File: src/rtl/sram_arbiter_mc.sv
// sram_arbiter_mc: serialises a register interface and NUM_PORTS round-robin
// requesters onto one ZBT SRAM port. Register accesses always win; ports
// share the remaining slots round-robin. Read data returns on a shared bus
// tagged by a one-hot per-port valid.
// Optional feature macro: SRAM_ARB_INIT_CLEAR_EN (zero-fill the whole SRAM
// after reset before accepting requests).
module sram_arbiter_mc #(
   parameter int NUM_PORTS       = 4,
   parameter int SRAM_ADDR_WIDTH = 19,
   parameter int SRAM_DATA_WIDTH = 72,
   parameter int RD_LATENCY      = 3,
   parameter int REG_ADDR_WIDTH  = 20,
   parameter int REG_DATA_WIDTH  = 32
) (
   input  logic                                 clk,
   input  logic                                 reset,
   input  logic                                 sram_reg_req,
   input  logic                                 sram_reg_rd_wr_L,
   input  logic [REG_ADDR_WIDTH-1:0]            sram_reg_addr,
   input  logic [REG_DATA_WIDTH-1:0]            sram_reg_wr_data,
   output logic                                 sram_reg_ack,
   output logic [REG_DATA_WIDTH-1:0]            sram_reg_rd_data,
   input  logic [NUM_PORTS-1:0]                 port_req,
   input  logic [NUM_PORTS-1:0]                 port_rd_wr_L,
   input  logic [NUM_PORTS*SRAM_ADDR_WIDTH-1:0] port_addr,
   input  logic [NUM_PORTS*SRAM_DATA_WIDTH-1:0] port_wr_data,
   output logic [NUM_PORTS-1:0]                 port_ack,
   output logic [NUM_PORTS-1:0]                 port_rd_vld,
   output logic [SRAM_DATA_WIDTH-1:0]           rd_data,
   output logic [SRAM_ADDR_WIDTH-1:0]           sram_addr,
   output logic                                 sram_we,
   output logic [SRAM_DATA_WIDTH/9-1:0]         sram_bw,
   output logic [SRAM_DATA_WIDTH-1:0]           sram_wr_data,
   input  logic [SRAM_DATA_WIDTH-1:0]           sram_rd_data,
   output logic                                 sram_tri_en,
   output logic                                 enable
);

   localparam int BW       = SRAM_DATA_WIDTH / 9;
   localparam int HB       = BW / 2;
   localparam int HALF     = SRAM_DATA_WIDTH / 2;
   localparam int PW       = (NUM_PORTS > 1) ? $clog2(NUM_PORTS) : 1;
   // Tag layout: [NUM_PORTS-1:0] port read owner, then reg, reg-read, half.
   localparam int TAG_REG  = NUM_PORTS;
   localparam int TAG_RD   = NUM_PORTS + 1;
   localparam int TAG_HALF = NUM_PORTS + 2;
   localparam int TW       = NUM_PORTS + 3;

   typedef enum logic {ST_INIT, ST_RUN} state_t;

   state_t                     state, state_next;
   logic [PW-1:0]              rr_ptr;
   logic [PW-1:0]              grant_idx, cand;
   logic                       grant_found, port_grant;
   logic                       issue_valid, issue_we;
   logic [BW-1:0]              issue_bw;
   logic [SRAM_ADDR_WIDTH-1:0] issue_addr;
   logic [SRAM_DATA_WIDTH-1:0] issue_wdata;
   logic [TW-1:0]              issue_tag;
   logic [NUM_PORTS-1:0]       issue_ack;
   logic [SRAM_ADDR_WIDTH-1:0] addr_arr  [NUM_PORTS];
   logic [SRAM_DATA_WIDTH-1:0] wdata_arr [NUM_PORTS];
   logic [TW-1:0]              cmd_tag;
   logic [TW-1:0]              tag_pipe  [RD_LATENCY];
   logic [TW-1:0]              tag_tail;
   logic [1:0]                 wr_vld_pipe;
   logic [SRAM_DATA_WIDTH-1:0] wr_data_pipe [2];

   genvar gi;
   generate
      for (gi = 0; gi < NUM_PORTS; gi++) begin : g_unpack
         assign addr_arr[gi]  = port_addr[gi*SRAM_ADDR_WIDTH +: SRAM_ADDR_WIDTH];
         assign wdata_arr[gi] = port_wr_data[gi*SRAM_DATA_WIDTH +: SRAM_DATA_WIDTH];
      end
   endgenerate

   assign enable = (state == ST_RUN);

`ifdef SRAM_ARB_INIT_CLEAR_EN
   logic [SRAM_ADDR_WIDTH-1:0] init_cnt;

   // Sweep address counter used only while clearing the SRAM.
   always_ff @(posedge clk or negedge reset) begin
      if (!reset)                init_cnt <= '0;
      else if (state == ST_INIT) init_cnt <= init_cnt + 1'b1;
   end
`endif

   // State register.
   always_ff @(posedge clk or negedge reset) begin
      if (!reset) state <= ST_INIT;
      else        state <= state_next;
   end

   // Next state plus the command to issue: register access first, then round-robin ports.
   always_comb begin
      state_next  = state;
      issue_valid = 1'b0;
      issue_we    = 1'b1;
      issue_bw    = '1;
      issue_addr  = sram_addr;
      issue_wdata = '0;
      issue_tag   = '0;
      issue_ack   = '0;
      grant_found = 1'b0;
      grant_idx   = rr_ptr;
      cand        = '0;
      port_grant  = 1'b0;
      case (state)
         ST_INIT: begin
`ifdef SRAM_ARB_INIT_CLEAR_EN
            issue_valid = 1'b1;
            issue_we    = 1'b0;
            issue_bw    = '0;
            issue_addr  = init_cnt;
            if (init_cnt == {SRAM_ADDR_WIDTH{1'b1}}) state_next = ST_RUN;
`else
            state_next = ST_RUN;
`endif
         end
         ST_RUN: begin
            for (int k = 1; k <= NUM_PORTS; k++) begin
               cand = PW'((int'(rr_ptr) + k) % NUM_PORTS);
               if (!grant_found && port_req[cand]) begin
                  grant_found = 1'b1;
                  grant_idx   = cand;
               end
            end
            if (sram_reg_req) begin
               issue_valid        = 1'b1;
               issue_addr         = sram_reg_addr[REG_ADDR_WIDTH-1:1];
               issue_tag[TAG_REG] = 1'b1;
               issue_tag[TAG_HALF] = sram_reg_addr[0];
               if (sram_reg_rd_wr_L) begin
                  issue_tag[TAG_RD] = 1'b1;
               end else begin
                  issue_we = 1'b0;
                  if (sram_reg_addr[0]) begin
                     issue_bw = {{HB{1'b0}}, {HB{1'b1}}};
                     issue_wdata[HALF +: REG_DATA_WIDTH] = sram_reg_wr_data;
                  end else begin
                     issue_bw = {{HB{1'b1}}, {HB{1'b0}}};
                     issue_wdata[REG_DATA_WIDTH-1:0] = sram_reg_wr_data;
                  end
               end
            end else if (grant_found) begin
               port_grant           = 1'b1;
               issue_valid          = 1'b1;
               issue_addr           = addr_arr[grant_idx];
               issue_ack[grant_idx] = 1'b1;
               if (port_rd_wr_L[grant_idx]) begin
                  issue_tag[grant_idx] = 1'b1;
               end else begin
                  issue_we    = 1'b0;
                  issue_bw    = '0;
                  issue_wdata = wdata_arr[grant_idx];
               end
            end
         end
         default: state_next = ST_INIT;
      endcase
   end

   // Command register driving the SRAM pins, acks and the round-robin pointer.
   always_ff @(posedge clk or negedge reset) begin
      if (!reset) begin
         sram_addr <= '0;
         sram_we   <= 1'b1;
         sram_bw   <= '1;
         port_ack  <= '0;
         cmd_tag   <= '0;
         rr_ptr    <= PW'(NUM_PORTS - 1);
      end else begin
         if (issue_valid) sram_addr <= issue_addr;
         sram_we  <= issue_we;
         sram_bw  <= issue_bw;
         port_ack <= issue_ack;
         cmd_tag  <= issue_tag;
         if (port_grant) rr_ptr <= grant_idx;
      end
   end

   // Write data and tristate enable trail the write command by two cycles.
   always_ff @(posedge clk or negedge reset) begin
      if (!reset) begin
         wr_vld_pipe     <= '0;
         wr_data_pipe[0] <= '0;
         wr_data_pipe[1] <= '0;
         sram_tri_en     <= 1'b0;
         sram_wr_data    <= '0;
      end else begin
         wr_vld_pipe     <= {wr_vld_pipe[0], ~issue_we};
         wr_data_pipe[0] <= issue_wdata;
         wr_data_pipe[1] <= wr_data_pipe[0];
         sram_tri_en     <= wr_vld_pipe[1];
         sram_wr_data    <= wr_vld_pipe[1] ? wr_data_pipe[1] : '0;
      end
   end

   // Ownership tags follow each command until its data is on the read pins.
   generate
      for (gi = 0; gi < RD_LATENCY; gi++) begin : g_tag
         always_ff @(posedge clk or negedge reset) begin
            if (!reset)        tag_pipe[gi] <= '0;
            else if (gi == 0)  tag_pipe[gi] <= cmd_tag;
            else               tag_pipe[gi] <= tag_pipe[(gi > 0) ? gi - 1 : 0];
         end
      end
   endgenerate

   assign tag_tail = tag_pipe[RD_LATENCY-1];

   // Capture returning read data and raise the owner's valid/ack.
   always_ff @(posedge clk or negedge reset) begin
      if (!reset) begin
         port_rd_vld      <= '0;
         rd_data          <= '0;
         sram_reg_ack     <= 1'b0;
         sram_reg_rd_data <= '0;
      end else begin
         port_rd_vld  <= tag_tail[NUM_PORTS-1:0];
         sram_reg_ack <= tag_tail[TAG_REG];
         if (|tag_tail[NUM_PORTS-1:0]) rd_data <= sram_rd_data;
         if (tag_tail[TAG_REG] && tag_tail[TAG_RD])
            sram_reg_rd_data <= tag_tail[TAG_HALF] ? sram_rd_data[HALF +: REG_DATA_WIDTH]
                                                   : sram_rd_data[REG_DATA_WIDTH-1:0];
      end
   end

endmodule
File: config.mk
export PLATFORM = sky130hd
export DESIGN_NAME = sram_arbiter_mc
export DESIGN_NICKNAME = d
export VERILOG_FILES = /design/src/rtl/sram_arbiter_mc.sv
export SDC_FILE = /design/constraint.sdc
export NUM_CORES = 1
export LEC_CHECK = 0
export CAP_MARGIN = 20
export CORE_AREA = 4 4 275 277
export CTS_CLUSTER_SIZE = 25
export DETAILED_ROUTE_END_ITERATION = 12
export DIE_AREA = 0 0 279 281
export PLACE_DENSITY = 0.49
export SLEW_MARGIN = 20
export SYNTH_ARGS = -nofsm -noshare
export SYNTH_HDL_FRONTEND = slang
export SYNTH_SLANG_ARGS = --single-unit
File: constraint.sdc
create_clock -name clk -period 6.8 [get_ports clk]
set_input_delay 1.36 -clock clk [delete_from_list [all_inputs] [get_ports clk]]
set_output_delay 1.36 -clock clk [all_outputs]
set_load 0.1 [all_outputs]
# Yosys cells after proc, flatten, opt, wreduce, memory -nomap -nowiden
# Index checks and enable logic that the tools add are counted.
# op_classes
order_cmp	8
n_reduce_logical	13
n_eq_ne	0
n_mul	0
add_sub_neg	4
n_bitwise	2
n_shift	0
n_mux	72
div	0
# ops
operator	n
$mux W72	6
$mux W32	7
$bmux W72 S2	1
$mux W19	4
$mux W8	6
$bmux W19 S2	1
$mux W4	7
$mux W1	25
$lt A2 B3 Y1 const B	5
$mux W7	2
$bmux W1 S2	5
$mux W2	5
$logic_and A1 B1 Y1	6
$add A2 B1 Y2 const B	2
$add A2 B2 Y2 const B	2
$demux W1 S2	2
$lt A2 B4 Y1 const B	1
$reduce_or A4 Y1	1
$ge A3 B3 Y1 const B	1
$logic_not A1 Y1	3
$mux W3	1
$not A2 Y3	1
$reduce_and A3 Y1	1
$ge A2 B1 Y1 const B	1
other kinds (3)	3
# word_totals
in_bits	500
n_memories	0
rom_bits	0
ram_bits	0
out_inout_bits	215
latchBits	0
wordCells	118
register_bits	391

# Logic depth before layout (Yosys ltp)
# Gate-level depths: netlist of run 1.
# depth
word_depth	25
mapped_depth	9
mapped_depth_nobuf	6

# Worst setup path before layout of run 1
# No wires, ideal clock.
# synth_path
path_type	input to register
startpoint	in port_req[0]
endpoint	reg wr_data_pipe[76] in the netlist's numbering
path_stages	7
path_buffers	2
required_time_ps	6649
slack_ps	3606
t_arrival_ps	3044
setup_time_ps	151
cell_sequence	o21ai_0 > a21boi_1 > or3_4 > buf_2 > nor2_2 > buf_2 > a2111oi_4
# synth_via
elab_chain_cells	24
elab_cells_between_ends	37
classes_between	mux (30); bitwise (1); reduce/logical (6)
# synth_rtl
element	line_no	text
from (decl)	23	input logic [NUM_PORTS-1:0] port_req,
$bmux W1 S2	124	if (!grant_found && port_req[cand]) begin
$mux W1 (not written as such)	124	
$mux W1	124	
$mux W1	109	case (state)
$logic_not A1 Y1	124	
$logic_and A1 B1 Y1	124	
$mux W1	124	
$mux W1	109	
[8 not listed]	--	
$not A2 Y3 (not written as such)	156	issue_wdata = wdata_arr[grant_idx];
$bmux W72 S2	156	
$mux W72 (not written as such) (2 in a row)	156	
$mux W72	151	if (port_rd_wr_L[grant_idx]) begin
$mux W72 *	146	end else if (grant_found) begin
$mux W32 *	129	if (sram_reg_req) begin
$mux W72 *	109	
net issue_wdata[4]	58	logic [SRAM_DATA_WIDTH-1:0] issue_wdata;
to (decl)	67	logic [SRAM_DATA_WIDTH-1:0] wr_data_pipe [2];
# Mark *: on every way through the listed nets, which the timed path passes. The rest lies on a longest branch. The select of a mux whose other input is x is not followed.
# A chain may end at the register's enable or synchronous reset.

# Final worst setup path of run 1
# layout_path
startpoint	in port_req[2]
endpoint	reg wr_data_pipe[113] in the netlist's numbering
# Same word-level chain as after synthesis.

==> results by group, run 1 <==
Synthesis
  • Ys async rst share: 100.0%
  • Syn nets: 1,801
  • Synth top area cells: dfrtp_1 58%, mux2_2 6.3%, mux2i_1 5.9%
  • Synth cell types: 41
  • Syn Inst Count: 1,301
  • Post-synth EDFFs: 0
  • Primary FF master, synth: dfrtp_1
  • Post-synthesis sequential area ratio: 58.86%
  • #FFs+latches synth: 385
  • Post-Syn Area: 16,380 um2
  • Yosys top cell area share: 58.06%
  • Yosys warning count: 0
  • Syn Area/Cell: 12.59 um2
  • Synth area leader: dfrtp_1

Layout
  • Finished Layout Cells: 2,980
  • Layout Nets: 2,485
  • Area of the multi-input gates: 6322 um2
  • Layout overhead on the synthesized area: 59.19%
  • Commonest non-fill, non-tap cell in the layout: clkdlybuf4s50_1
  • Share of layout cells above drive strength 1: 12.88%
  • Commonest non-fill, non-tap cells in the layout: 711 x clkdlybuf4s50_1, 378 x dfrtp_1, 207 x nand2_1
  • Fill count: 7,164
  • Register area: 9643 um2

Global routing
  • Met3 Resource Use GR: 4.253%
  • Largest net degree at the start of global routing: 161
  • Busiest grt layer: met2
  • Vias in the first global route: 13,990
  • Initial antenna violation count: 6
  • First-pass GRT wire length: 93,340 um
  • All-Layer GR Usage: 15.83%
  • GRT met2 Usage: 29.69%
  • Total gr overflow: 0
  • Met1 usage: 18.02%

CTS
  • CTS tree: done
  • Post-CTS setup buffers: 0
  • Clk buf depth: 3
  • Clock buffer count from CTS: 46
  • Post-CTS Resized: 0
  • Clock latency on the worst-skew pair: 0.57 ns
  • CTS root buf: clkbuf_16
  • Sink Count: 385
  • CTS hold repair buffers: 0
  • CTS H-Tree Depth: 2
  • Worst-path clk slew: 0.06 ns

Power
  • P_leak: 11.03 nW
  • P per Cell Area: 399.0 nW/um2
  • Maximum vdd ir drop: 385.0 uV

Placed design
  • Inst Count DP: 2,896
  • Pre-CTS WS: 1.925 ns
  • DPL Wire Length: 48,690 um
  • Port Buf Inserts: 714
  • GP Congestion: 0.8483

Critical path
  • Worst R2R End: wr_data_pipe[113]
  • Slowest CP cell: buf_4
  • CP max stage delay: 0.64 ns
  • CP Launch Type: input port
  • R2r startpoint: rr_ptr[0]
  • Worst R2R Path Depth: 8
  • Kind of critical path: input port to flop
  • Req. time, crit path: 7.25 ns
  • Flop-to-flop setup slack: 3.27 ns
  • Worst EP arrival: 4.75 ns
  • Crit-path max FO: 147
  • Critical-path cell list: clkdlybuf4s50_1, nand2b_1, a21oi_1, a311oi_4, buf_12, buf_4, nand2_1, and3_1, a2111oi_2
  • Crit path capture type: flop

Worst hold path
  • Hold Crit Endpoint: wr_data_pipe[29]
  • Cells on Worst Hold Path: 0
  • HP Start: wr_data_pipe[101]
  • Worst min path class: flop to flop

Status
  • Status: complete, no violations

Timing
  • Worst slew pin tran: 1.138 ns
  • Final hold vios: 0
  • TNS Setup: 0 ns
  • Worst slew margin: 23.89%
  • Layout Skew: 0.01489 ns
  • Hold Slack: 0.3391 ns
  • F_max: 232.7 MHz
  • Setup ws final: 2.502 ns
  • Period utilization: 63.21%
  • Min cycle time layout: 4.298 ns
  • Final setup fails: 0
  • RSZ-0062 raised after global routing: no
  • Fin. max-slew vios: 0

Floorplan
  • Die W: 279 um
  • Floorplan Core Area: 72,830 um2
  • Num rows: 99
  • Total die area: 78,400 um2
  • Die height: 281 um
  • Io pins: 715
  • Starting Density: 22.49%

Drt
  • Drt total wl: 65,190 um
  • DR iter-0 viols: 525
  • Via density: 4.310
  • WL/cell: 21.88 um
  • DRT Pass-1 Iters: 5
  • DR vias: 12,850
  • ANT nets after route: 0
  • Drt drc: 0

Flow run
  • Max-cap violations: 0
[state kept, by name, summed over array words and instances, names as in the netlist]
register,count
sram_reg_ack,1
port_rd_vld,4
sram_reg_rd_data,32
sram_addr,19
port_ack,4
wr_data_pipe,144
sram_tri_en,1
sram_we,1
wr_vld_pipe,2
tag_pipe,14
sram_bw,2
sram_wr_data,72
cmd_tag,7
rr_ptr,2
enable,1
rd_data,72
tag_tail,7
[cell usage after synthesis, types with 3 or more instances]
master and count:
nand2_1 207, dfrtp_1 380, nor3_1 5, a2111oi_4 31
o221ai_1 19, inv_1 3, nand3_1 16, nor2_1 39
a2111oi_0 6, buf_4 8, a31oi_1 19, nand2b_1 4
clkbuf_1 53, a2111oi_2 29, mux2i_1 96, nand3b_1 20
buf_6 3, buf_2 23, buf_1 10, and2_1 74
nor2b_1 32, and3_1 75, dfstp_2 5, a21oi_1 34
mux2_2 91
[power breakdown]
part	internal, mW	leakage, nW	switching, mW
clock	1.53	0.756	0.980
sequential	2.76	4.94	0.214
combinational	1.37	5.34	3.55
total	5.66	11.0	4.75
[final cells by class]
class / count / area share (%)
flip-flops and latches: 385 / 36.98
repair buffers: 733 / 28.18
multi-input cells: 816 / 24.25
clock buffers: 70 / 5.187
well taps: 959 / 4.602
clock inverters: 12 / 0.7438
inverters: 3 / 0.04319
diodes: 2 / 0.01919
[routing by layer]
layer	vias up	part of all wire, %
li1	5910	-
met4	0	1.6
met1	6425	38
met5	-	0
met2	446	54
met3	64	6.5
[worst max path at each step]
stage                            from                 to  slack, ns  depth (start not counted)
after floorplan           port_req[0]   wr_data_pipe[76]       3.61                          7
after global placement    port_req[0]   wr_data_pipe[73]       2.16                          9
after detailed placement  port_req[3]   wr_data_pipe[74]       1.92                          9
after CTS                 port_req[3]   wr_data_pipe[74]       2.55                          9
after global routing      port_req[0]   wr_data_pipe[72]       2.34                          9
final                     port_req[2]  wr_data_pipe[113]       2.50                          9
[worst max-delay path, delay by kind of cell]
kind                   cells  cell delay [ns]
and+or+nand+nor            3             0.47
buffers and inverters      3             1.59
AOI/OAI and AO/OA          3             0.86
[cell families after synthesis]
kind of cell | Yosys count | synth area share [%]
muxes | 187 | 12.12
AOI/OAI and AO/OA | 145 | 11.44
DFF | 385 | 58.86
and+or+nand+nor | 483 | 14.77
other | 1 | 0.02289
buffers and inverters | 100 | 2.788
[through the flow]
step | util (%) | cell area, um2 | total power, mW
floorplan | - | 16380 | 6.494
global placement | 33.68 | 24530 | 7.956
detailed placement | 33.68 | 24530 | 7.993
CTS | 35.80 | 26080 | 10.58
global route | 35.80 | 26080 | 10.85
finish | 35.80 | 26080 | 10.40
(Power assumes the default switching activity.)
==> run 2: changes to the inputs <==
Settings changed: CORE_AREA 4 4 275 277 to 4 4 276 278, DIE_AREA 0 0 279 281 to 0 0 280 282.
Clock period 6.8 ns to 4.4 ns, I/O delays scaled along.
==> run 2 against run 1 <==
Hold slack got worse by 0.0037 ns. Sequential power is 54% higher. Flip-flop and latch count unchanged. Global-route usage rose by 0.40 points. Die area increased by 0.72%. Clock skew decreased by 0.0032 ns. Largest power group unchanged. Clock-buffer cell count down 7.
==> results by group, run 2 (synthesis results as in run 1) <==
Floorplan
  • Total die area: 78,960 um2 (+0.72%)
  • Die height: 282 um (+0.36%)
  • Num rows: 100 (+1.0%)
  • Starting Density: 22.15% (-0.34 points)
  • Floorplan Core Area: 73,950 um2 (+1.5%)
  • Io pins: 715 (unchanged)
  • Die W: 280 um (+0.36%)

Power
  • Total Power: 16.08 mW (+55%)
  • Clock network power share: 23.1% (-1.0 points)
  • Maximum vdd ir drop: 428.2 uV (+11%)
  • P per Cell Area: 613.5 nW/um2 (+54%)
  • Sequential power share: 28.6% (about the same)
  • Int Pwr: 8.614 mW (+52%)
  • Switching Fraction: 46.42% (+0.78 points)
  • P_leak: 11.08 nW (+0.47%)
  • Comb power frac: 48.2% (+0.9 points)
  • NetSw: 7.463 mW (+57%)

Drt
  • Metal1 wirelength: 25,550 um (+2.8%)
  • Highest Signal Layer: met4
  • DRT Pass-1 Iters: 7 (+2)
  • ANT nets after route: 0 (unchanged)
  • WL/cell: 22.25 um (+1.7%)
  • DR vias: 13,020 (+1.4%)
  • DR WL met2: 34,550 um (-1.4%)
  • Drt drc: 0 (unchanged)
  • DR WL met3: 4572 um (+7.6%)
  • Via density: 4.330 (+0.45%)
  • Drt total wl: 66,920 um (+2.6%)
  • DR iter-0 viols: 524 (-0.19%)

CTS
  • Clock buffer count from CTS: 46 (unchanged)
  • CTS hold repair buffers: 0 (unchanged)
  • Clock latency on the worst-skew pair: 0.56 ns (about the same)
  • CTS H-Tree Depth: 2 (unchanged)
  • Worst-path clk slew: 0.06 ns (about the same)
  • Clk buf depth: 3 (unchanged)
  • CTS root buf: clkbuf_16
  • Post-CTS Resized: 0 (unchanged)
  • CTS tree: done
  • Sink Count: 385 (unchanged)
  • Post-CTS setup buffers: 0 (unchanged)

Timing
  • Layout Skew: 0.01171 ns (-0.003183 ns)
  • Fin. max-slew vios: 0 (unchanged)
  • Final hold vios: 0 (unchanged)
  • F_max: 293.0 MHz
  • RSZ-0062 raised after global routing: no
  • Worst slew margin: 25.17% (+1.3 points)
  • Final setup fails: 0 (unchanged)
  • TNS Setup: 0 ns (unchanged)
  • Period utilization: 77.56%
  • Min cycle time layout: 3.413 ns
  • Worst slew pin tran: 1.119 ns (-0.01916 ns)

Worst hold path
  • Worst min path class: flop to flop
  • Cells on Worst Hold Path: 0 (unchanged)

Layout
  • Fill count: 7,292 (+1.8%)
  • Area of the multi-input gates: 6322 um2 (unchanged)
  • Most flops, register: wr_data_pipe
  • Layout Nets: 2,498 (+0.52%)
  • Share of layout cells above drive strength 1: 13.68% (+0.80 points)
  • Commonest non-fill, non-tap cells in the layout: 711 x clkdlybuf4s50_1, 378 x dfrtp_1, 207 x nand2_1
  • Layout overhead on the synthesized area: 60.00%
  • Commonest non-fill, non-tap cell in the layout: clkdlybuf4s50_1
  • Register area: 9643 um2 (unchanged)
  • Max reg flops: 144 (unchanged)
  • Largest regs: wr_data_pipe (144), rd_data (72), sram_wr_data (72)

Critical path
  • Slowest CP cell: a2111oi_4
  • Worst EP arrival: 3.83 ns (-0.92 ns)
  • Worst R2R Path Depth: 7 (-1)
  • Crit-path max FO: 30 (-80%)
  • Req. time, crit path: 4.82 ns (-2.43 ns)
  • Bufs and invs on worst path: 2 (-1)
  • CP Launch Type: input port
  • CP max stage delay: 0.62 ns (-0.02 ns)
  • Top delay family on crit path: compound AO/OA/AOI/OAI gates
  • Kind of critical path: input port to flop
  • Critical-path cell list: clkdlybuf4s50_1, nand2b_1, a21boi_1, or3_4, a2111oi_4, nor3_4, buf_12, a2111oi_0
  • Worst path depth: 8 (-1)
  • Crit path capture type: flop

Global routing
  • Vias in the first global route: 14,360 (+2.6%)
  • Largest net degree at the start of global routing: 108 (-33%)
  • All-Layer GR Usage: 16.22% (+0.40 points)
  • First-pass GRT wire length: 95,800 um (+2.6%)
  • Initial antenna violation count: 6 (unchanged)
  • Total gr overflow: 0 (unchanged)

Flow run
  • Max-cap violations: 0 (unchanged)

Status
  • Status: complete, no violations

Placed design
  • DPL Wire Length: 50,020 um (+2.7%)
  • GP Congestion: 0.8560 (+0.91%)
  • Port Buf Inserts: 714 (unchanged)
## run 2: cell count changes in the layout (fill, tap and decap cells not counted), moves of 3 or more
cell	change
clkinv_2	+5
buf_4	+8
clkinvlp_4	+5
clkbuf_1	-5
diode_2	+5
clkinv_4	-3
buf_12	+6
## run 2: power groups by stage
stage	Sequential (mW)	Combinational [mW]	Clock (mW)
2_1_floorplan	8.24	1.80	0
3_3_place_gp	4.65	7.80	0
3_5_place_dp	4.68	7.83	0
4_1_cts	4.61	7.83	3.87
5_1_grt	4.68	8.04	4.01
6_report	4.60	7.75	3.72
## run 2: area by class of cell
type / count / area share [%]
Multi-Input combinational cell: 816 / 24.12
Inverter: 3 / 0.04297
Clock inverter: 19 / 0.7018
Clock buffer: 63 / 4.941
Sequential cell: 385 / 36.79
Timing Repair Buffer: 746 / 28.70
Tap cell: 969 / 4.626
Antenna cell: 7 / 0.06684
## run 2: stage by stage
| step | cell area, um2 | util [%] | std cells | setup WS [ns] | hold WS (ns) |
|---|---|---|---|---|---|
| finish | 26210 | 35.44 | 3008 | 0.9872 | 0.3354 |
| global route | 26200 | 35.43 | 3006 | 0.8116 | 0.3477 |
| CTS | 26190 | 35.42 | 3001 | 1.025 | 0.3425 |
| floorplan | 16380 | - | 1301 | 1.686 | 0.3312 |
| global placement | 24710 | 33.42 | 2919 | 0.5046 | 0.3315 |
| detailed placement | 24710 | 33.42 | 2919 | 0.4387 | 0.3347 |
## run 2: path summary, 6_finish.rpt
check                        startpoint               end  slack (ns)
min in group asynchronous         reset       rd_data[68]        0.39
max reg2reg                   rr_ptr[0]  wr_data_pipe[73]        1.32
max in group asynchronous         reset        sram_bw[6]        2.98
min reg2reg                tag_pipe[20]      tag_pipe[13]        0.34
min                        tag_pipe[20]      tag_pipe[13]        0.34
max                         port_req[3]  wr_data_pipe[73]        0.99
## run 2: routing by layer
metal / vias up / GRT usage [%]
li1: 5936 / -
met1: 6484 / 18.69
met2: 493 / 29.06
met3: 111 / 4.380
met4: 0 / 5.783
met5: - / 0
==> run 3: changes to the inputs <==
Clock period 4.4 ns to 3.56 ns, I/O delays scaled along.
==> run 3 against run 2 <==
Flip-flop and latch count did not move. First-iteration DRC count rose by 2.9%. Via count hardly changed. Clock skew rose by 0.0034 ns. Sequential share of layout area down 0.19 points. Cell area rose by 0.53%. Wire length shrank 1.6%. Clock-buffer cell count is the same. Largest power group unchanged. Hold slack got worse by 0.16 ns. Critical endpoint is now wr_data_pipe[72].
==> results by group, run 3 (synthesis results as in run 1) <==
CTS
  • Worst-path clk slew: 0.06 ns (about the same)
  • Clock buffer count from CTS: 47 (+2.2%)
  • Clock latency on the worst-skew pair: 0.57 ns (about the same)
  • CTS H-Tree Depth: 2 (unchanged)
  • CTS hold repair buffers: 0 (unchanged)
  • Sink Count: 385 (unchanged)
  • CTS tree: done
  • Post-CTS Resized: 0 (unchanged)
  • Clk buf depth: 3 (unchanged)
  • CTS root buf: clkbuf_16
  • Post-CTS setup buffers: 0 (unchanged)

Drt
  • Via density: 4.291 (-0.89%)
  • ANT nets after route: 0 (unchanged)
  • WL/cell: 21.68 um (-2.5%)
  • DR vias: 13,030 (+0.031%)
  • DRT Pass-1 Iters: 4 (-3)
  • Drt drc: 0 (unchanged)
  • DR iter-0 viols: 539 (+2.9%)
  • Drt total wl: 65,830 um (-1.6%)

Critical path
  • Crit path capture type: flop
  • Worst EP arrival: 3.26 ns (-0.57 ns)
  • CP Launch Type: input port
  • Kind of critical path: input port to flop
  • Req. time, crit path: 3.95 ns (-0.87 ns)
  • R2r startpoint: rr_ptr[0]
  • Crit path from: port_req[1]
  • Crit-path max FO: 7 (-77%)

Status
  • Status: complete, no violations

Layout
  • Layout Nets: 2,524 (+1.0%)
  • Commonest non-fill, non-tap cell in the layout: clkdlybuf4s50_1
  • Share of layout cells above drive strength 1: 18.83% (+5.2 points)
  • Max reg flops: 144 (unchanged)
  • Layout overhead on the synthesized area: 60.84%
  • Largest regs: wr_data_pipe (144), rd_data (72), sram_wr_data (72)
  • Commonest non-fill, non-tap cells in the layout: 630 x clkdlybuf4s50_1, 378 x dfrtp_1, 207 x nand2_1
  • Most flops, register: wr_data_pipe

Placed design
  • Port Buf Inserts: 714 (unchanged)
  • DPL Wire Length: 51,280 um (+2.5%)
  • GP Congestion: 0.8823 (+3.1%)

Power
  • Maximum vdd ir drop: 528.9 uV (+24%)
  • P_leak: 11.41 nW (+2.9%)
  • P per Cell Area: 766.8 nW/um2 (+25%)
  • Total Power: 20.20 mW (+26%)

Global routing
  • Total gr overflow: 0 (unchanged)
  • Vias in the first global route: 14,320 (-0.26%)
  • First-pass GRT wire length: 94,310 um (-1.6%)
  • Initial antenna violation count: 9 (+3)
  • Met1 usage: 18.59% (-0.10 points)
  • GRT met2 Usage: 28.28% (-0.78 points)
  • Largest net degree at the start of global routing: 84 (-22%)
  • All-Layer GR Usage: 15.87% (-0.35 points)
  • Busiest grt layer: met2
  • Met3 Resource Use GR: 3.925% (-0.46 points)

Floorplan
  • Num rows: 100 (unchanged)
  • Io pins: 715 (unchanged)
  • Total die area: 78,960 um2 (unchanged)
  • Floorplan Core Area: 73,950 um2 (unchanged)
  • Die height: 282 um (unchanged)
  • Starting Density: 22.15% (unchanged)
  • Die W: 280 um (unchanged)

Timing
  • Period utilization: 80.66%
  • Final setup fails: 0 (unchanged)
  • Min cycle time layout: 2.872 ns
  • RSZ-0062 raised after global routing: no
  • Final hold vios: 0 (unchanged)
  • Layout Skew: 0.01507 ns (+0.003364 ns)
  • Fin. max-slew vios: 0 (unchanged)
  • Worst slew margin: 28.90% (+3.7 points)
  • TNS Setup: 0 ns (unchanged)
  • F_max: 348.2 MHz
  • Worst slew pin tran: 1.063 ns (-0.05578 ns)

Worst hold path
  • Worst min path class: input port to asynchronous set/reset pin

Flow run
  • Max-cap violations: 0 (unchanged)
[run 3: cell types whose count changed in the layout (fill, tap and decap cells not counted), moves of 2 or more]
| cell | before | now |
|---|---|---|
| buf_4 | 22 | 127 |
| clkinv_2 | 7 | 10 |
| inv_6 | 3 | 0 |
| clkinvlp_4 | 5 | 2 |
| clkdlybuf4s50_1 | 711 | 630 |
| bufinv_16 | 2 | 5 |
| clkbuf_16 | 46 | 48 |
| clkinv_4 | 1 | 3 |
[run 3: power breakdown]
| part | switching, mW | total [mW] | internal, mW |
|---|---|---|---|
| clock | 1.90 | 4.90 | 3.00 |
| sequential | 0.447 | 5.72 | 5.27 |
| combinational | 6.90 | 9.58 | 2.68 |
[run 3: layer usage]
layer,part of all wire [%],vias up
met5,0,-
met2,51,460
li1,-,5996
met3,6.2,99
met4,3.2,0
met1,39,6473
[run 3: worst paths after layout]
| path | to | slack (ns) | depth (start not counted) |
|---|---|---|---|
| setup / recovery | wr_data_pipe[72] | 0.69 | 7 |
| hold / removal | rd_data[68] | 0.17 | 1 |
| setup reg to reg | wr_data_pipe[72] | 0.74 | 7 |
| hold reg to reg | wr_data_pipe[71] | 0.34 | 0 |
| max in group asynchronous | wr_data_pipe[19] | 2.38 | 2 |
| min in group clk | wr_data_pipe[71] | 0.34 | 0 |
[run 3: cell type report]
type	count	area [um2]
fill	7315	47600
clock inverter	22	291.5
inverter	3	11.26
clock buffer	63	1328
sequential	385	9643
tap	969	1212
timing repair buffer	771	7520
antenna	7	17.52
multi-input combinational	816	6322
[run 3: critical path, stage by stage]
cell	delay, ns
clkdlybuf4s50_1	0.46
o21ai_0	0.16
a21boi_1	0.15
or3_4	0.46
a2111oi_4	0.55
nor3_4	0.20
a2111oi_0	0.56
[run 3: metrics by stage]
step / utilization, % / area, um2 / hold WS [ns] / setup slack [ns] / instances
final: 35.63 / 26350 / 0.1708 / 0.6884 / 3036
after global routing: 35.63 / 26350 / 0.1900 / 0.4201 / 3036
after CTS: 35.60 / 26330 / 0.1649 / 0.6316 / 3029
after detailed placement: 33.41 / 24710 / 0.3347 / 0.009582 / 2944
after global placement: 33.41 / 24710 / 0.3314 / 0.05239 / 2944
after floorplan: - / 16380 / 0.3312 / 0.9938 / 1301
==> RTL edit 1, RTL diff (settings of run 2) <==
Change the parameter `NUM_PORTS` from 4 to 2.
--- a/src/rtl/sram_arbiter_mc.sv
+++ b/src/rtl/sram_arbiter_mc.sv
@@ -5,7 +5,7 @@
 // Optional feature macro: SRAM_ARB_INIT_CLEAR_EN (zero-fill the whole SRAM
 // after reset before accepting requests).
 module sram_arbiter_mc #(
-   parameter int NUM_PORTS       = 4,
+   parameter int NUM_PORTS       = 2,
    parameter int SRAM_ADDR_WIDTH = 19,
    parameter int SRAM_DATA_WIDTH = 72,
    parameter int RD_LATENCY      = 3,
Interface: changed (6 resized); port bits go from 715 to 525. The function was not compared with the original's and may differ.
==> RTL edit 1 against run 2 <==
- die area is the same
- power fell by 27%
- clock power about the same
- synthesized area is 14% lower
- design area decreased by 17%
- largest cell class unchanged
- largest power group unchanged
- worst hold slack got worse by 20 ps
- setup slack improved by 240 ps
- sequential cell count is 13 lower
- sequential share of layout area rose by 6.1 points
- wire length shrank 30%
==> RTL edit 1: results (changes against run 2) <==
* Outcome: completed
- The share of the core filled with cells came to 29.4% (-6.1 points).
- Number of CTS-inserted buffers: 45 (-2.2%)
- The number of synthesis warnings came to 0 (unchanged).
- Worst ir drop on vdd: 300 µV (-30%)
* Most common library cells after synthesis: 368 x sky130_fd_sc_hd__dfrtp_1, 115 x sky130_fd_sc_hd__mux2i_1, 84 x sky130_fd_sc_hd__nand2_1
- Wire length of the first global-routing pass: 68100 µm (-29%)
- Cell variety after synth: 36 (-12%)
* Standard cell area after detailed placement: 20200 µm² (-18%)
- The global router's overall resource usage came to 11.4% (-4.8 points).
- Endpoint, Worst Hold: tag_pipe[11]
* Worst stage delay on the critical path: 1150 ps (+530 ps)
- Share of the yosys chip area belonging to registers: 66.1% (+7.3 points)
* Worst clock skew: 33.7 ps (+22.0 ps)
- Depth of the most critical reg-to-reg path: 3 (-4)
* Post-DR vias/cell: 3.74 (-14%)
- The worst hold-check slack came to 315 ps (-20.0 ps).
- Register share of total power: 34.0% (+5.4 points)
- Async SR Flop Fraction: 100% (unchanged)
- The worst register-to-register path ends at rd_data[70].
- The critical path starts at sram_bw[3].
* Int Pwr: 7.08 mW (-18%)
- The shortest period the worst path allows came to 3180 ps (-236 ps).
* Largest net degree at the start of global routing: 90 (-17%)
* Net count after synthesis: 1320 (-27%)
* Post-route worst setup slack: 1220 ps (+236 ps)
* Critical-path top delay cell: sky130_fd_sc_hd__clkdlybuf4s50_1
- Average routed wire per standard cell: 18.4 µm (-17%)
- Final HPWL from detailed placement: 34200 µm (-32%)
- Vias in the first global route: 10467 (-27%)
- Count of buffers from port buffering: 524 (-27%)
- In this run the most critical hold path is launched from cmd_tag[1].
* Actual slew at the worst max-slew pin: 1170 ps (+50.2 ps)
- By area the synthesized netlist is led by sky130_fd_sc_hd__dfrtp_1 65%, sky130_fd_sc_hd__mux2i_1 8.2%, sky130_fd_sc_hd__mux2_2 5.8%, sky130_fd_sc_hd__o21ai_2 4.5%, sky130_fd_sc_hd__and2_1 3.3%.
- The starting DRC count in detailed routing came to 319 (-39%).
- The net switching power was 4.63 mW (-38%).
- The share of final-layout standard cells stronger than drive strength 1 came to 16.6% (+2.9 points).
* Placer Congestion: 0.801 (-6.4%)
- Instance count of the mapped netlist: 1006 (-23%)
* Total leakage power: 9.42 nW (-15%)
- Worst EP arrival: 2300 ps (-1530 ps)
- Fraction of synthesized area in multiplexers: 13.9% (+1.8 points)
* Setup WS pre-CTS: 1140 ps (+700 ps)
* Antenna violations before repair: 9 (+3)
* Register-to-register setup slack: 2140 ps (+820 ps)
- The fill cell instance count of the final layout was 7477 (+2.5%).
- Largest delay contributor family on the critical path: buffers and inverters
- Comb group: 4.03 mW (-48%)
- The final non-filler cell total came to 2535 (-16%).
- The clock latency of the later-clocked register in the worst-skew pair came to 590 ps (+30 ps).
- Largest driver fanout on the critical path: 4 (-87%)
## RTL edit 1: routing by layer
layer | track usage, % | part of all wire [%] | vias up
li1 | - | - | 4467
met1 | 14.0 | 41 | 4584
met2 | 19.0 | 48 | 360
met3 | 3.92 | 8.0 | 71
met4 | 3.66 | 2.5 | 6
met5 | 0 | 0.064 | -
## RTL edit 1: how the worst max path moves through the flow
| stage | cells past startpoint | endpoint |
|---|---|---|
| 2_1_floorplan | 1 | sram_bw[1] |
| 3_3_place_gp | 6 | sram_addr[4] |
| 3_5_place_dp | 6 | sram_addr[3] |
| 4_1_cts | 1 | sram_bw[2] |
| 5_1_grt | 1 | sram_bw[3] |
| 6_report | 1 | sram_bw[2] |
## RTL edit 1: layout make-up
cell class	instances	share of cell area (%)
antenna	3	0.0346
sequential	372	42.9
multi-input combinational	567	19.4
clock inverter	21	1.19
tap	969	5.59
clock buffer	60	5.72
timing repair buffer	542	25.1
inverter	1	0.0173
==> RTL edit 2, RTL diff (settings of run 2) <==
Made on the original files. `cmd_tag` no longer has a reset.
--- a/src/rtl/sram_arbiter_mc.sv
+++ b/src/rtl/sram_arbiter_mc.sv
@@ -168,16 +168,18 @@
          sram_we   <= 1'b1;
          sram_bw   <= '1;
          port_ack  <= '0;
-         cmd_tag   <= '0;
          rr_ptr    <= PW'(NUM_PORTS - 1);
       end else begin
          if (issue_valid) sram_addr <= issue_addr;
          sram_we  <= issue_we;
          sram_bw  <= issue_bw;
          port_ack <= issue_ack;
-         cmd_tag  <= issue_tag;
          if (port_grant) rr_ptr <= grant_idx;
       end
+   end
+
+   always_ff @(posedge clk) begin
+      cmd_tag <= issue_tag;
    end
 
    // Write data and tristate enable trail the write command by two cycles.
Check against the original RTL: not settled (the Yosys comparison gave no result); the edit may change what the design does.
==> RTL edit 2 against run 2 <==
- worst hold slack lost 12 ps
- wire length fell by 7.0%
- design area fell by 2.5%
- combinational power shrank 3.0%
- sequential cell count unchanged
- first-iteration DRC count is 15% lower
- synthesized area is 4.5% lower
- fmax grew 6.7%
- highest routed layer is now met5
- die area unchanged
- sequential share of layout area is 0.82 points higher
- setup slack improved by 220 ps
- power about the same
- sequential power down 0.9%
==> RTL edit 2: results (changes against run 2) <==
- The run finished with clean final reports.
* Worst hold slack: 323 ps (-12.3 ps)
- Arithmetic-cell share of the synthesized area counting full adders, half adders and majority gates: 0% (unchanged)
- The internal reg-to-reg setup slack is 1620 ps (+300 ps).
- The mean routed wirelength per cell was 21.3 µm (-4.4%).
- The global-route wire length before repair is 87800 µm (-8.4%).
- Yosys attributes the largest share of cell area to sky130_fd_sc_hd__dfrtp_1 60%, sky130_fd_sc_hd__mux2i_1 14%, sky130_fd_sc_hd__mux2_2 5.2%, sky130_fd_sc_hd__a32o_1 4.1%, sky130_fd_sc_hd__nand2_1 3.5%.
* Final HPWL from detailed placement: 48200 µm (-3.6%)
* Total wire length: 62200 µm (-7.0%)
- Worst EP arrival: 2320 ps (-1510 ps)
- In this design, the largest share of critical-path delay is due to buffers and inverters.
- Actual slew at the worst max-slew pin: 1120 ps (+4.25 ps)
* Largest driver fanout on the critical path: 4 (-87%)
- Number of nets in the layout: 2417 (-3.2%)
* Most common library cells after synthesis: 373 x sky130_fd_sc_hd__dfrtp_1, 216 x sky130_fd_sc_hd__mux2i_1, 147 x sky130_fd_sc_hd__nand2_1
- Post-route worst setup slack: 1200 ps (+215 ps)
- Worst stage delay on the critical path: 1160 ps (+540 ps)
- Number of CTS-inserted buffers: 45 (-2.2%)
- The detailed-router iteration count before antenna repair was 4 (-3).
- DRC violation total after the first TritonRoute iteration: 448 (-15%)
- The static leakage was 11.2 nW (+0.79%).
- CP Launch Point: sram_bw[6]
* Instance count of the mapped netlist: 1224 (-5.9%)
* Met1 Resource Use GR: 18.0% (-0.68 points)
- In this run the critical register-to-register path is captured at wr_data_pipe[118].
- Global routing usage summed across all routing layers: 14.9% (-1.3 points)
- Largest net degree at the start of global routing: 97 (-10%)
- For hold timing, the worst endpoint is tag_pipe[18].
* Placer Congestion: 0.819 (-4.3%)
- The number of distinct library cells after synthesis was 32 (-22%).
* Share of the yosys chip area belonging to registers: 61.4% (+2.6 points)
- The share of async-settable or async-resettable flops after synthesis is 98.2% (-1.8 points).
- Worst setup path endpoint: sram_bw[4]
- Net count after synthesis: 1724 (-4.3%)
* Int Pwr: 8.90 mW (+3.3%)
* Combined area of the multi-input logic cells: 5650 µm² (-11%)
- Setup WS pre-CTS: 672 ps (+233 ps)
- The startpoint identified for the worst register-to-register timing path is rr_ptr[1].
- GRT met2 Usage: 26.0% (-3.1 points)
- The initial antenna violation count came to 7 (+1).
* Post-Synth XOR/XNOR Area: 0% (unchanged)
- Post-DR vias/cell: 4.20 (-3.0%)
- The worst hold path begins at cmd_tag[4].
* Critical-path top delay cell: sky130_fd_sc_hd__clkdlybuf4s50_1
* Worst ir drop on vdd: 321 µV (-25%)
==> RTL edit 2: layout make-up <==
cell class / count / area share [%]
flip-flops and latches: 385 / 37.6
multi-input cells: 742 / 22.1
inverters: 3 / 0.0441
clock inverters: 18 / 1.13
diodes: 2 / 0.0196
repair buffers: 740 / 29.1
well taps: 969 / 4.75
clock buffers: 65 / 5.18
==> RTL edit 2: power groups by stage <==
| stage | clock network [mW] | logic, mW | registers [mW] |
|---|---|---|---|
| floorplan | 0 | 1.79 | 8.11 |
| global placement | 0 | 7.56 | 4.61 |
| detailed placement | 0 | 7.60 | 4.63 |
| CTS | 4.14 | 7.61 | 4.57 |
| global route | 4.29 | 7.82 | 4.64 |
| finish | 3.99 | 7.52 | 4.56 |
==> RTL edit 2: routing by layer <==
| metal | vias up | routed length (µm) |
|---|---|---|
| li1 | 5693 | - |
| met1 | 6074 | 24900 |
| met2 | 423 | 31500 |
| met3 | 88 | 4340 |
| met4 | 6 | 1460 |
| met5 | - | 34 |
